## config.mk

```make
export PLATFORM = sky130hd
export DESIGN_NAME = serial_logic_unit
export DESIGN_NICKNAME = d
export VERILOG_FILES = /design/src/rtl/slu_pkg.sv /design/src/rtl/slu_bit_gate.sv /design/src/rtl/serial_logic_unit.sv
export SDC_FILE = /design/constraint.sdc
export NUM_CORES = 1
export LEC_CHECK = 0
export ABC_AREA = 0
export CORE_MARGIN = 4
export CORE_UTILIZATION = 65
export DETAILED_ROUTE_END_ITERATION = 7
export DONT_BUFFER_PORTS = 1
export PLACE_DENSITY_LB_ADDON = 0.05
export SYNTH_ARGS = -nofsm -noshare
export SYNTH_HDL_FRONTEND = slang
export SYNTH_SLANG_ARGS = --single-unit
```

## constraint.sdc

```tcl
create_clock -name clk -period 2.81 [get_ports clk]
set_input_delay 0.281 -clock clk [delete_from_list [all_inputs] [get_ports clk]]
set_output_delay 0.281 -clock clk [all_outputs]
set_load 0.005 [all_outputs]
```

## src/rtl/slu_pkg.sv

```systemverilog
// Shared types for the serial logic unit: opcode and FSM state encodings, default width.
// Pure declarations; no logic, latency or backpressure of its own.
package slu_pkg;

    localparam int SLU_WIDTH = 8;

    typedef enum logic [2:0] {
        OP_NOT  = 3'd0,
        OP_AND  = 3'd1,
        OP_OR   = 3'd2,
        OP_XOR  = 3'd3,
        OP_NOR  = 3'd4,
        OP_NAND = 3'd5
    } slu_op_e;

    typedef enum logic [1:0] {
        ST_IDLE = 2'd0,
        ST_BUSY = 2'd1,
        ST_DONE = 2'd2
    } slu_state_e;

endpackage

```

## src/rtl/slu_bit_gate.sv

```systemverilog
// One-bit logic evaluator; flags opcodes 6-7 as illegal.
// Latency: combinational, zero cycles.
// Backpressure: none, pure function of its inputs.
module slu_bit_gate
    import slu_pkg::*;
(
    input  logic [2:0] op,
    input  logic       a_bit,
    input  logic       b_bit,
    output logic       y_bit,
    output logic       illegal
);

    always_comb begin
        y_bit   = 1'b0;
        illegal = 1'b0;
        case (slu_op_e'(op))
            OP_NOT:  y_bit = ~a_bit;
            OP_AND:  y_bit = a_bit & b_bit;
            OP_OR:   y_bit = a_bit | b_bit;
            OP_XOR:  y_bit = a_bit ^ b_bit;
            OP_NOR:  y_bit = ~(a_bit | b_bit);
            OP_NAND: y_bit = ~(a_bit & b_bit);
            default: illegal = 1'b1;
        endcase
    end

endmodule

```

## src/rtl/serial_logic_unit.sv

```systemverilog
// Bit-serial bitwise logic unit, LSB first; SERIAL_LOGIC_UNIT_PARITY_EN adds a parity output.
// Latency: WIDTH+1 cycles handshake-to-out_valid for legal ops, 1 cycle for illegal ops.
// Backpressure: single operation in flight; in_ready only in IDLE, result held until out_ready.
module serial_logic_unit
    import slu_pkg::*;
#(
    parameter int WIDTH = SLU_WIDTH
) (
    input  logic             clk,
    input  logic             rst_n,
    input  logic             in_valid,
    output logic             in_ready,
    input  logic [2:0]       op,
    input  logic [WIDTH-1:0] a,
    input  logic [WIDTH-1:0] b,
    output logic             out_valid,
    input  logic             out_ready,
    output logic [WIDTH-1:0] result,
    output logic             err,
`ifdef SERIAL_LOGIC_UNIT_PARITY_EN
    output logic             busy,
    output logic             parity
`else
    output logic             busy
`endif
);

    localparam int CNT_W = $clog2(WIDTH);
    localparam logic [CNT_W-1:0] CNT_LAST = CNT_W'(WIDTH - 1);

    slu_state_e       state;
    slu_state_e       state_nxt;
    logic [WIDTH-1:0] a_q;
    logic [WIDTH-1:0] b_q;
    logic [WIDTH-1:0] res_q;
    logic [2:0]       op_q;
    logic [CNT_W-1:0] cnt;
    logic             err_q;
    logic [2:0]       gate_op;
    logic             gate_y;
    logic             gate_illegal;
    logic             accept;
    logic             last_bit;

    // The single gate checks the incoming opcode in IDLE and evaluates bits in BUSY.
    assign gate_op  = (state == ST_BUSY) ? op_q : op;
    assign accept   = in_valid && (state == ST_IDLE);
    assign last_bit = (state == ST_BUSY) && (cnt == CNT_LAST);

    slu_bit_gate u_gate (
        .op      (gate_op),
        .a_bit   (a_q[0]),
        .b_bit   (b_q[0]),
        .y_bit   (gate_y),
        .illegal (gate_illegal)
    );

    always_ff @(posedge clk) begin
        if (!rst_n) begin
            state <= ST_IDLE;
        end else begin
            state <= state_nxt;
        end
    end

    always_comb begin
        state_nxt = state;
        case (state)
            ST_IDLE: if (in_valid) state_nxt = gate_illegal ? ST_DONE : ST_BUSY;
            ST_BUSY: if (cnt == CNT_LAST) state_nxt = ST_DONE;
            ST_DONE: if (out_ready) state_nxt = ST_IDLE;
            default: state_nxt = ST_IDLE;
        endcase
    end

    always_ff @(posedge clk) begin
        if (!rst_n) begin
            a_q   <= '0;
            b_q   <= '0;
            op_q  <= '0;
            cnt   <= '0;
            res_q <= '0;
            err_q <= 1'b0;
        end else if (accept) begin
            cnt <= '0;
            if (gate_illegal) begin
                res_q <= '0;
                err_q <= 1'b1;
            end else begin
                a_q   <= a;
                b_q   <= b;
                op_q  <= op;
                err_q <= 1'b0;
            end
        end else if (state == ST_BUSY) begin
            // Operands shift right so bit i reaches the gate on BUSY cycle i.
            a_q   <= a_q >> 1;
            b_q   <= b_q >> 1;
            res_q <= {gate_y, res_q[WIDTH-1:1]};
            if (!last_bit) begin
                cnt <= cnt + CNT_W'(1);
            end
        end else if ((state == ST_DONE) && out_ready) begin
            err_q <= 1'b0;
        end
    end

`ifdef SERIAL_LOGIC_UNIT_PARITY_EN
    logic parity_q;

    always_ff @(posedge clk) begin
        if (!rst_n) begin
            parity_q <= 1'b0;
        end else if (accept) begin
            parity_q <= 1'b0;
        end else if (last_bit) begin
            parity_q <= ^{gate_y, res_q[WIDTH-1:1]};
        end
    end

    assign parity = parity_q;
`endif

    assign in_ready  = (state == ST_IDLE);
    assign busy      = (state == ST_BUSY);
    assign out_valid = (state == ST_DONE);
    assign result    = res_q;
    assign err       = err_q;

endmodule

```

# == Word-level counts from Yosys, hierarchy flattened ==
# Index checks and enable logic that the tools add are counted.
# totals
regBits,33
elab_cells,65
input_bits,23
# op_classes
n_reduce_logical,15
n_eq_ne,14
muxes,20
n_bitwise,8
add_sub_neg,1
# ops
operator,n
8-bit two-way mux,9
2-bit AND reduction,5
3-bit equality test (second input constant),3
2-bit two-way mux,4
3-bit by 2-bit equality test with 1-bit output (second input constant),2
2-bit by 1-bit != test with 1-bit output (second input constant),3
2-bit != test (second input constant),3
1-bit case mux with 6 select lines,1
2-bit case mux with 3 select lines,1
6-bit OR reduction,1
1-bit NOT,5
1-bit two-way mux,4
2-bit nonzero test,2
3-bit by 1-bit adder with 3-bit output (second input constant),1
3-bit by 1-bit equality test with 1-bit output (second input constant),1
1-bit logical AND,3
3-bit logical NOT,1
3-bit two-way mux,1
3-bit AND reduction,1
2-bit by 1-bit equality test with 1-bit output (second input constant),1
2-bit equality test (second input constant),1
2-bit logical NOT,1
2-bit OR reduction,1
1-bit AND,1
2 further kinds,2

# == Depth between registers and ports, before layout ==
# Gate-level depths: netlist (run 1).
# depth
depth_word,7
ltp_mapped,6
mapped_depth_nobuf,5

# == Modules after synthesis ==
# Synthesis (run 1) repeated with hierarchy kept, for this count alone.
# unflattened
hier_cells,177
hier_area_um2,1586.5
# by_module_without_submodules
module,cells_per_inst,area_per_inst_um2,seq_area_each_um2,instances
serial_logic_unit,163,1492.7,660.6,1
slu_bit_gate,14,93.8,0.0,1

# == Worst setup path before layout (run 1) ==
# OpenSTA, ideal clock, no wires.
# synth_timing
path_type,reg-to-reg
start,register state[1]
end,register op_q[2]
path_stages_with_launch,5
arrival_time_ns,1.252
required_ns,2.691
slack_ns,1.439
setup_ns,0.119
path_cell_list,dfxtp_1 buf_4 or3b_1 buf_2 o221a_2
# synth_via
elab_chain_cells,5
elab_cells_between_ends,12
# synth_rtl
item,line,text
start: declaration,serial_logic_unit.sv:31,slu_state_e state;
start signal: assignment,serial_logic_unit.sv:62,state <= state_nxt;
2-bit by 1-bit equality test with 1-bit output,serial_logic_unit.sv:46,assign gate_op = (state == ST_BUSY) ? op_q : op;
3-bit two-way mux,serial_logic_unit.sv:46,
"3-bit by 1-bit equality test with 1-bit output, or another cell as far along",slu_bit_gate.sv:17,case (slu_op_e'(op))
6-bit OR reduction (no source line),n/a,
2-bit AND reduction (no source line) *,n/a,
end signal: assignment,serial_logic_unit.sv:92,op_q <= op;
end: declaration,serial_logic_unit.sv:36,logic [2:0] op_q;
# Mark *: on every way between the ends. The rest lies on a longest branch, timed or not.
# A chain may end at the register's enable or synchronous reset.

# == Worst setup path after layout (run 1) ==
# layout_timing
start,register state[1]
end,register b_q[0]
# layout_via
elab_chain_cells,6
elab_cells_between_ends,15
# layout_rtl
item,line,text
2-bit by 1-bit equality test with 1-bit output *,n/a,
named net busy,serial_logic_unit.sv:24,output logic busy
3-bit two-way mux,serial_logic_unit.sv:46,
"3-bit by 1-bit equality test with 1-bit output, or another cell as far along",slu_bit_gate.sv:17,
6-bit OR reduction (no source line),n/a,
2-bit != test (no source line),n/a,
2-bit AND reduction (no source line) *,n/a,
end signal: assignment,serial_logic_unit.sv:98,b_q <= b_q >> 1;
end: declaration,serial_logic_unit.sv:34,logic [WIDTH-1:0] b_q;
# Mark *: on every way through the listed nets, which the timed path passes. The rest lies on a longest branch.

==> results of run 1 <==
-- how the worst max path moves through the flow --
stage | from | end | slack, ns | cells past startpoint
2_1_floorplan | state[1] | op_q[2] | 1.44 | 4
3_3_place_gp | state[1] | a_q[5] | 0.94 | 4
3_5_place_dp | state[1] | b_q[0] | 0.80 | 4
4_1_cts | state[1] | b_q[0] | 0.77 | 4
5_1_grt | state[1] | a_q[5] | 0.60 | 4
6_report | state[1] | b_q[0] | 0.77 | 4
-- cell type report --
type                            count  area, um2  area share, %
Multi-Input combinational cell    134        870           51.3
Sequential cell                    33        661           39.0
Clock buffer                        7       55.1           3.25
Tap cell                           28       35.0           2.07
Clock inverter                      1       30.0           1.77
Inverter                            8       30.0           1.77
Timing Repair Buffer                2       15.0          0.886
-- cells by family (layout without fill, tap and decap cells) --
family	after synthesis	in the layout
buf+inv	21	18
flops	33	33
mux	1	1
fa+ha+maj	4	4
xor+xnor	1	1
compound gates	63	63
simple gates	65	65
-- layer usage --
layer,share of wire [%],up-vias,global-route usage [%]
met1,42,661,27.6
met4,1.6,0,12.6
met2,48,54,37.4
met3,7.8,7,6.01
li1,-,677,-
met5,0,-,0
-- flip-flops by register name, summed over array words and instances (netlist names) --
| name | count |
|---|---|
| op_q | 3 |
| result | 8 |
| cnt | 3 |
| state | 2 |
| a_q | 8 |
| b_q | 8 |
| err | 1 |
-- power groups by stage --
stage          Clock (uW)  Sequential, uW  Combinational [uW]
4_1_cts               379             530                 163
2_1_floorplan           0             529                 148
3_3_place_gp            0             540                 156
3_5_place_dp            0             541                 162
6_report              377             530                 162
5_1_grt               400             536                 183
-- per-stage QoR --
step / std cells / setup slack, ns / area [um2] / hold WS [ns]
detailed placement: 205 / 0.795 / 1610 / 0.409
global route: 213 / 0.602 / 1700 / 0.0584
floorplan: 188 / 1.44 / 1630 / 0.399
global placement: 205 / 0.938 / 1610 / 0.401
CTS: 213 / 0.766 / 1700 / 0.0587
finish: 213 / 0.775 / 1700 / 0.0612
-- cells in the final DEF (no fill, tap or decap), types with 2 or more instances in the layout --
cell type,n
nor3_1,2
clkbuf_4,5
dfxtp_1,33
a311oi_2,5
nand3_1,4
nand2_1,41
a21oi_1,15
inv_1,6
o211ai_1,5
a211oi_1,14
ha_1,4
buf_4,2
o21ai_0,10
nor2_1,3
a31oi_1,2
a311oi_1,9
nor2b_1,5
-- worst max-delay path, delay by kind of cell, from the launching register on --
kind	cells	cell delay, ns
buf+inv	1	0.18
flops	1	0.74
simple gates	1	0.29
compound gates	2	0.72
==> summary.txt, run 1 <==
Run status
  – Status: completed

Logic synthesis
  – Most common cell in the netlist: nand2_1
  – Largest family of logic cells by synthesized area: compound AO/OA/AOI/OAI gates
  – Synth cell count leaders: nand2_1, dfxtp_1, a21oi_1
  – Synth Instances: 188
  – Top cell type's share of synthesized area: 40.5%
  – Register area share after synthesis: 40.5%
  – Multiplexer area fraction after synthesis: 1.38%
  – Largest cells by area after synthesis: dfxtp_1, nand2_1, a211oi_1
  – Synth Flop Type: dfxtp_1
  – Post-synthesis area per instance: 8.68 um2
  – Post-Synth Adder-Cell Area: 3.07%
  – XOR/XNOR share of the synthesized area: 0.537%
  – Yosys warnings: 0
  – Post-synthesis cell type count: 36
  – Number of synthesized flops with an enable pin: 0
  – Async S/R FF share, synth: 0%
  – FF+latch count, synth: 33
  – Post-synthesis compound-gate area fraction: 28.2%
  – Largest area contributor in the netlist: dfxtp_1
  – Mapped Area: 1630 um2
  – Syn nets: 215
  – Simple-gate share of the synthesized area: 20.1%

Global route
  – Largest net degree at the start of global routing: 24
  – Total gr overflow: 0
  – Initial antenna violation count: 0
  – Global-route wire length before repair: 5990 um
  – Vias in the first global route: 1,359
  – GRT Total Usage: 23.0%

Critical path
  – WP data required: 3.05 ns
  – CP max stage cell: dfxtp_1
  – Worst-path cell chain: nand2b_4 -> inv_2 -> a21o_1 -> a311oi_1
  – Critical path startpoint category: flop
  – Worst EP arrival: 2.28 ns
  – Slowest stage delay, CP: 0.74 ns
  – Worst R2R End: b_q[0]
  – CP Capture Type: flop
  – Reg2Reg Launch Point: state[1]
  – Kind of critical path: reg -> reg
  – Worst reg2reg path depth: 4
  – Crit path max fanout: 23
  – Reg-to-reg setup timing slack: 0.77 ns

CTS
  – Num CTS Buffers: 5
  – Hold buffers post-CTS: 0
  – Post-CTS sizing: 0
  – Reg clk slew, reported paths: 0.10 ns
  – H-tree Lvls: 2
  – CTS root buf: clkbuf_4
  – Clock Sinks: 33
  – Worst skew pair latency: 0.34 ns
  – Clock tree buffer depth: 2
  – Post-CTS setup buffer count: 0
  – CTS tree: yes

Power
  – Pleak: 0.000581 uW
  – Worst VDD drop: 0.509 mV
  – Power Total: 1070 uW
  – Combinational power share: 15.2%
  – Power density cells: 631 nW/um2
  – Net Sw Frac: 27.1%
  – Sequential share of power: 49.6%
  – NetSw: 290 uW
  – Clock power share: 35.2%
  – P_int: 780 uW

Route
  – Vias per cell: 6.57
  – Post-route ant nets: 0
  – WL per Instance: 16.7 um
  – Final wirelength: 3550 um
  – Initial drt markers: 75
  – Detailed-route DRC error count: 0
  – Initial DRT Pass Iterations: 4
  – Vias post-DR: 1,399

Layout
  – Fillers: 177
  – Inserted Diodes: 0
  – Net count reported at finish: 211
  – Share of layout cells above drive strength 1: 11.4%
  – Core Util, Final: 73.8%
  – Area Overhead vs Synth: 3.91%

Place
  – RD Place Congestion: 0.758
  – Buffers on Ports: 0
  – Final HPWL DP: 2380 um

Floorplanning
  – Initial Util: 71.0%
  – Die Wd: 58.1 um
  – Total die area: 3380 um2
  – Die Height: 58.1 um
  – Ports: 35
  – Rows: 17
  – Core Area: 2300 um2

Timing
  – Hold Vio Cnt, Final: 0
  – Period utilization: 72.4%
  – Slew headroom: 52.0%
  – Minimum clock period: 2.04 ns
  – Worst Max-Slew Pin Slew: 0.720 ns
  – Max Slew Vio Count: 0
  – Final Setup Violations: 0
  – RSZ-0062 raised after global routing: false
  – Max Freq: 0.491 GHz
  – Setup tns final: 0 ns
  – Layout Skew: 0.00934 ns

Hold path
  – Worst min-delay path startpoint: rst_n
  – Type of the worst min-delay path: in -> reg
  – WHS Endpoint: state[1]
  – Worst hold path depth: 1

Flow run
  – Total of max-cap violations: 0
Power figures use the tool's default switching activity.
==> inputs of run 2 (changes only) <==
- CORE_UTILIZATION: 65 -> 55
- clock period: 2.81 -> 1.75 ns (I/O delays scaled with it)
==> run 2 against run 1 <==
Net effect:
- core utilization decreased by 11 points
- flip-flop and latch count stayed put
- die area up 16%
- largest power group unchanged
==> summary.txt, run 2 (synthesized netlist as in run 1, its figures left out) <==
Run status
  – Status: completed

Power
  – Power Total: 1510 uW (+41%)
  – Power density cells: 858 nW/um2 (+36%)
  – Pleak: 0.000616 uW (+6.0%)
  – Worst VDD drop: 0.492 mV (-3.2%)

CTS
  – CTS tree: yes
  – Reg clk slew, reported paths: 0.09 ns (about the same)
  – CTS root buf: clkbuf_4
  – H-tree Lvls: 2 (unchanged)
  – Worst skew pair latency: 0.33 ns (about the same)
  – Num CTS Buffers: 5 (unchanged)
  – Clock tree buffer depth: 2 (unchanged)
  – Clock Sinks: 33 (unchanged)
  – Post-CTS setup buffer count: 0 (unchanged)

Critical path
  – Reg-to-reg setup timing slack: 0.15 ns (-0.63 ns)
  – Critical path startpoint category: flop
  – Crit path max fanout: 15 (-35%)
  – Kind of critical path: reg -> reg
  – CP Capture Type: flop
  – WP buf/inv: 1 (unchanged)
  – Worst-path cell chain: nor2b_2 -> a21o_1 -> buf_4 -> a311oi_1
  – Worst EP arrival: 1.80 ns (-0.48 ns)
  – CP max stage cell: nor2b_2
  – WP data required: 1.95 ns (-1.10 ns)
  – Top cell family by delay on the critical path: simple AND/OR/NAND/NOR gates
  – Slowest stage delay, CP: 0.53 ns (-0.21 ns)

Global route
  – Initial antenna violation count: 0 (unchanged)
  – Vias in the first global route: 1,358 (-0.074%)
  – Met2 Usage GRT: 30.8% (-6.7 points)
  – Global-route wire length before repair: 6210 um (+3.7%)
  – Met3 usage: 7.91% (+1.9 points)
  – Largest net degree at the start of global routing: 23 (-4.2%)
  – Total gr overflow: 0 (unchanged)
  – GRT Total Usage: 19.6% (-3.4 points)
  – Grt peak-use layer: met2
  – Met1 Track Usage GR: 24.2% (-3.4 points)

Hold path
  – Type of the worst min-delay path: in -> reg

Timing
  – Max Freq: 0.624 GHz (+27%)
  – Layout Skew: 0.00937 ns (+0.0000260 ns)
  – Worst Max-Slew Pin Slew: 0.613 ns (-0.107 ns)
  – Hold Vio Cnt, Final: 0 (unchanged)
  – Final Setup Violations: 0 (unchanged)
  – Minimum clock period: 1.60 ns (-0.432 ns)
  – Slew headroom: 58.9% (+7.0 points)
  – Setup tns final: 0 ns (unchanged)
  – Max Slew Vio Count: 0 (unchanged)
  – RSZ-0062 raised after global routing: false
  – Period utilization: 91.6% (+19 points)

Floorplanning
  – Die Wd: 62.5 um (+7.5%)
  – Rows: 19 (+2)
  – Total die area: 3900 um2 (+16%)
  – Die Height: 62.5 um (+7.5%)
  – Ports: 35 (unchanged)
  – Core Area: 2810 um2 (+22%)
  – Initial Util: 58.2% (-13 points)

Layout
  – Fillers: 265 (+50%)
  – Most common cell after layout, fill and taps aside: nand2_1
  – Commonest cells after routing, fill and taps aside: nand2_1, dfxtp_1, a21oi_1
  – Share of layout cells above drive strength 1: 13.3% (+2.0 points)
  – Inserted Diodes: 0 (unchanged)
  – Net count reported at finish: 223 (+5.7%)
  – Area Overhead vs Synth: 8.13%
  – Area of the multi-input gates: 870 um2 (unchanged)
  – Sequential Area: 661 um2 (unchanged)

Route
  – Initial drt markers: 99 (+32%)
  – Final wirelength: 3690 um (+3.9%)
  – Vias post-DR: 1,436 (+2.6%)
  – Vias per cell: 6.35 (-3.3%)
  – Post-route ant nets: 0 (unchanged)
  – Detailed-route DRC error count: 0 (unchanged)
  – WL per Instance: 16.3 um (-2.1%)
  – Initial DRT Pass Iterations: 4 (unchanged)

Flow run
  – Total of max-cap violations: 0 (unchanged)

Place
  – RD Place Congestion: 0.747 (-1.4%)
  – Final HPWL DP: 2490 um (+4.8%)
  – Buffers on Ports: 0 (unchanged)
## run 2: changes by cell type in the layout (fill, tap and decap cells not counted), sizes merged
| cell | change |
|---|---|
| clkbuf | -2 |
| dlygate4sd3 | +7 |
| bufinv | -1 |
| buf | +5 |
| clkinv | +1 |
## run 2: worst paths after layout
kind | cells after the start | from | to
worst max-delay path | 4 | state[1] | a_q[6]
worst min-delay path | 2 | b[1] | b_q[1]
worst max register to register | 4 | state[1] | a_q[6]
worst min register to register | 2 | result[4] | result[3]
## run 2: layout make-up
class | count | share of cell area, %
tap | 31 | 2.20
inverter | 8 | 1.70
timing repair buffer | 14 | 6.95
clock buffer | 5 | 2.13
clock inverter | 1 | 0.284
sequential | 33 | 37.4
multi-input combinational | 134 | 49.3
## run 2: repair_timing
action / CTS / global route
endpoints found under the setup margin: 0 / 2
hold endpoints to repair: 7 / 1
gates resized for setup: 0 / 1
hold buffers: 6 / 1
## run 2: metal layers
metal	vias to the layer above	wire (um)
met4	0	51
met5	-	0
met1	684	1680
met3	5	238
met2	49	1720
li1	698	-
## run 2: through the flow
stage	instance area (um2)	hold slack, ns	std cells	utilization (%)	setup WS, ns
6_report	1760	0.00732	226	62.9	0.146
3_3_place_gp	1650	0.316	213	58.9	0.188
4_1_cts	1750	0.000255	225	62.5	0.116
2_1_floorplan	1630	0.293	188	-	0.379
3_5_place_dp	1650	0.301	213	58.9	0.131
5_1_grt	1760	0.00402	226	62.9	0.0284
## run 2: power breakdown
part           internal (uW)  total (uW)  switching [uW]
registers                805         843            37.9
logic                    129         300             172
clock network            139         370             231
total                   1070        1510             440
==> inputs of run 3 (changes only) <==
- REMOVE_ABC_BUFFERS: unset -> 1
==> run 3 against run 2 <==
Net effect:
- combinational power up 5%
- first-iteration DRC count down 27%
- wire length up 1.4%
- global-route usage about the same
- register-to-register slack better by 0.07 ns
- total power up 5.0%
- flip-flop and latch count unchanged
- setup slack better by 0.071 ns
- core utilization up 3.0 points
- die area unchanged
- hold slack better by 0.0016 ns
- critical path depth down 1
- critical path type unchanged
- largest cell class unchanged
- highest routed layer unchanged
==> summary.txt, run 3 (synthesized netlist as in run 1, its figures left out) <==
Run status
  – Status: completed

Power
  – Worst VDD drop: 0.404 mV (-18%)
  – NetSw: 454 uW (+3.0%)
  – Pleak: 0.000656 uW (+6.6%)
  – Sequential share of power: 53.0% (-2.7 points)
  – Combinational power share: 19.8% (about the same)
  – Net Sw Frac: 28.5% (-0.55 points)
  – Power density cells: 859 nW/um2 (+0.22%)
  – Clock power share: 27.1% (+2.7 points)
  – P_int: 1140 uW (+5.9%)

Floorplanning
  – Ports: 35 (unchanged)
  – Core Area: 2810 um2 (unchanged)
  – Die Height: 62.5 um (unchanged)
  – Die Wd: 62.5 um (unchanged)
  – Initial Util: 58.2% (unchanged)
  – Total die area: 3900 um2 (unchanged)
  – Rows: 19 (unchanged)

Critical path
  – Worst reg2reg path depth: 3 (-1)
  – CP Capture Type: flop
  – Crit path max fanout: 21 (+6)
  – Critical path startpoint category: flop
  – Reg2Reg Launch Point: state[0]
  – Worst Setup SP: state[0]
  – Kind of critical path: reg -> reg
  – Worst EP arrival: 1.75 ns (-0.05 ns)
  – WP data required: 1.97 ns (+0.02 ns)

Timing
  – Minimum clock period: 1.53 ns (-0.0712 ns)
  – Final Setup Violations: 0 (unchanged)
  – Max Slew Vio Count: 0 (unchanged)
  – Layout Skew: 0.00240 ns (-0.00696 ns)
  – Final worst slack: 0.217 ns (+0.0712 ns)
  – Period utilization: 87.6% (-4.1 points)
  – Slew headroom: 59.0% (+0.12 points)
  – RSZ-0062 raised after global routing: false
  – Setup tns final: 0 ns (unchanged)
  – Max Freq: 0.653 GHz (+4.6%)
  – Hold Vio Cnt, Final: 0 (unchanged)
  – Worst Max-Slew Pin Slew: 0.611 ns (-0.00183 ns)

Place
  – DP Worst Slack: 0.172 ns (+0.0414 ns)
  – Buffers on Ports: 0 (unchanged)
  – Final HPWL DP: 2580 um (+3.3%)
  – RD Place Congestion: 0.736 (-1.5%)

Global route
  – Total gr overflow: 0 (unchanged)
  – GRT Total Usage: 19.6% (about the same)
  – Initial antenna violation count: 0 (unchanged)
  – Grt peak-use layer: met2
  – Met2 Usage GRT: 33.7% (+2.9 points)
  – Global-route wire length before repair: 6190 um (-0.34%)
  – Largest net degree at the start of global routing: 22 (-4.3%)
  – Met1 Track Usage GR: 22.2% (-2.0 points)
  – Met3 usage: 6.29% (-1.6 points)
  – Vias in the first global route: 1,387 (+2.1%)

CTS
  – Clock tree buffer depth: 2 (unchanged)
  – Clock Sinks: 33 (unchanged)
  – H-tree Lvls: 2 (unchanged)
  – CTS tree: yes
  – Worst skew pair latency: 0.33 ns (about the same)
  – Num CTS Buffers: 5 (unchanged)
  – CTS root buf: clkbuf_4
  – Reg clk slew, reported paths: 0.09 ns (about the same)

Layout
  – Commonest cells after routing, fill and taps aside: nand2_1, dfxtp_1, a21oi_1
  – Net count reported at finish: 231 (+3.6%)
  – Share of layout cells above drive strength 1: 14.2% (+0.88 points)
  – Core Util, Final: 65.9% (+3.0 points)
  – Inserted Diodes: 0 (unchanged)
  – Area Overhead vs Synth: 13.3%
  – Most common cell after layout, fill and taps aside: nand2_1
  – Fillers: 243 (-8.3%)

Route
  – Vias per cell: 6.20 (-2.4%)
  – Initial DRT Pass Iterations: 4 (unchanged)
  – Vias post-DR: 1,458 (+1.5%)
  – Post-route ant nets: 0 (unchanged)
  – WL per Instance: 15.9 um (-2.5%)
  – Final wirelength: 3740 um (+1.4%)
  – Detailed-route DRC error count: 0 (unchanged)
  – Initial drt markers: 72 (-27%)

Hold path
  – Type of the worst min-delay path: in -> reg
  – Worst min-delay path startpoint: b[2]
  – Worst hold path depth: 2 (unchanged)

Flow run
  – Total of max-cap violations: 0 (unchanged)
-- run 3: changes by cell type in the layout (fill, tap and decap cells not counted), sizes merged --
cell | before | now
buf | 7 | 10
dlygate4sd3 | 7 | 12
clkbuf | 5 | 7
clkinv | 2 | 1
-- run 3: what timing repair did --
action,in CTS,in global routing
endpoints found under the setup margin,0,1
setup buffers,0,0
hold endpoints to repair,10,4
resized for setup,0,1
hold buffers,9,3
-- run 3: per-layer routing --
metal  share of wire (%)  wire, um
met5                   0         0
met4                 1.4        51
met3                 5.2       196
met2                  50      1870
met1                  43      1620
-- run 3: worst max-delay path, cell delays in order (launching register included) --
cell,delay [ns]
dfxtp_1,0.38
or3b_2,0.68
o211ai_1,0.26
a21oi_1,0.09
-- run 3: area by class of cell --
type / count / area [um2] / area share, %
Multi-Input combinational cell: 134 / 870 / 47.0
Sequential cell: 33 / 661 / 35.7
Inverter: 8 / 30.0 / 1.62
Timing Repair Buffer: 22 / 195 / 10.6
Tap cell: 31 / 38.8 / 2.10
Clock buffer: 7 / 55.1 / 2.98
-- run 3: path summary, 6_finish.rpt --
path / to / slack [ns]
worst max-delay path: a_q[7] / 0.22
worst min-delay path: b_q[2] / 0.009
worst max register to register: a_q[7] / 0.22
worst min register to register: cnt[1] / 0.49
-- run 3: stage by stage --
step	hold slack (ns)	instance area (um2)	power [uW]	cells
6_report	0.00894	1850	1590	235
5_1_grt	0.0107	1850	1690	235
4_1_cts	0.000894	1820	1590	232
3_5_place_dp	0.311	1670	1150	216
3_3_place_gp	0.295	1670	1140	216
2_1_floorplan	0.293	1560	1070	175
-- run 3: power groups by stage --
stage               Sequential, uW  Clock (uW)  Combinational, uW
floorplan                      856           0                209
global placement               856           0                280
detailed placement             860           0                291
CTS                            843         437                309
global route                   850         488                350
finish                         843         431                315
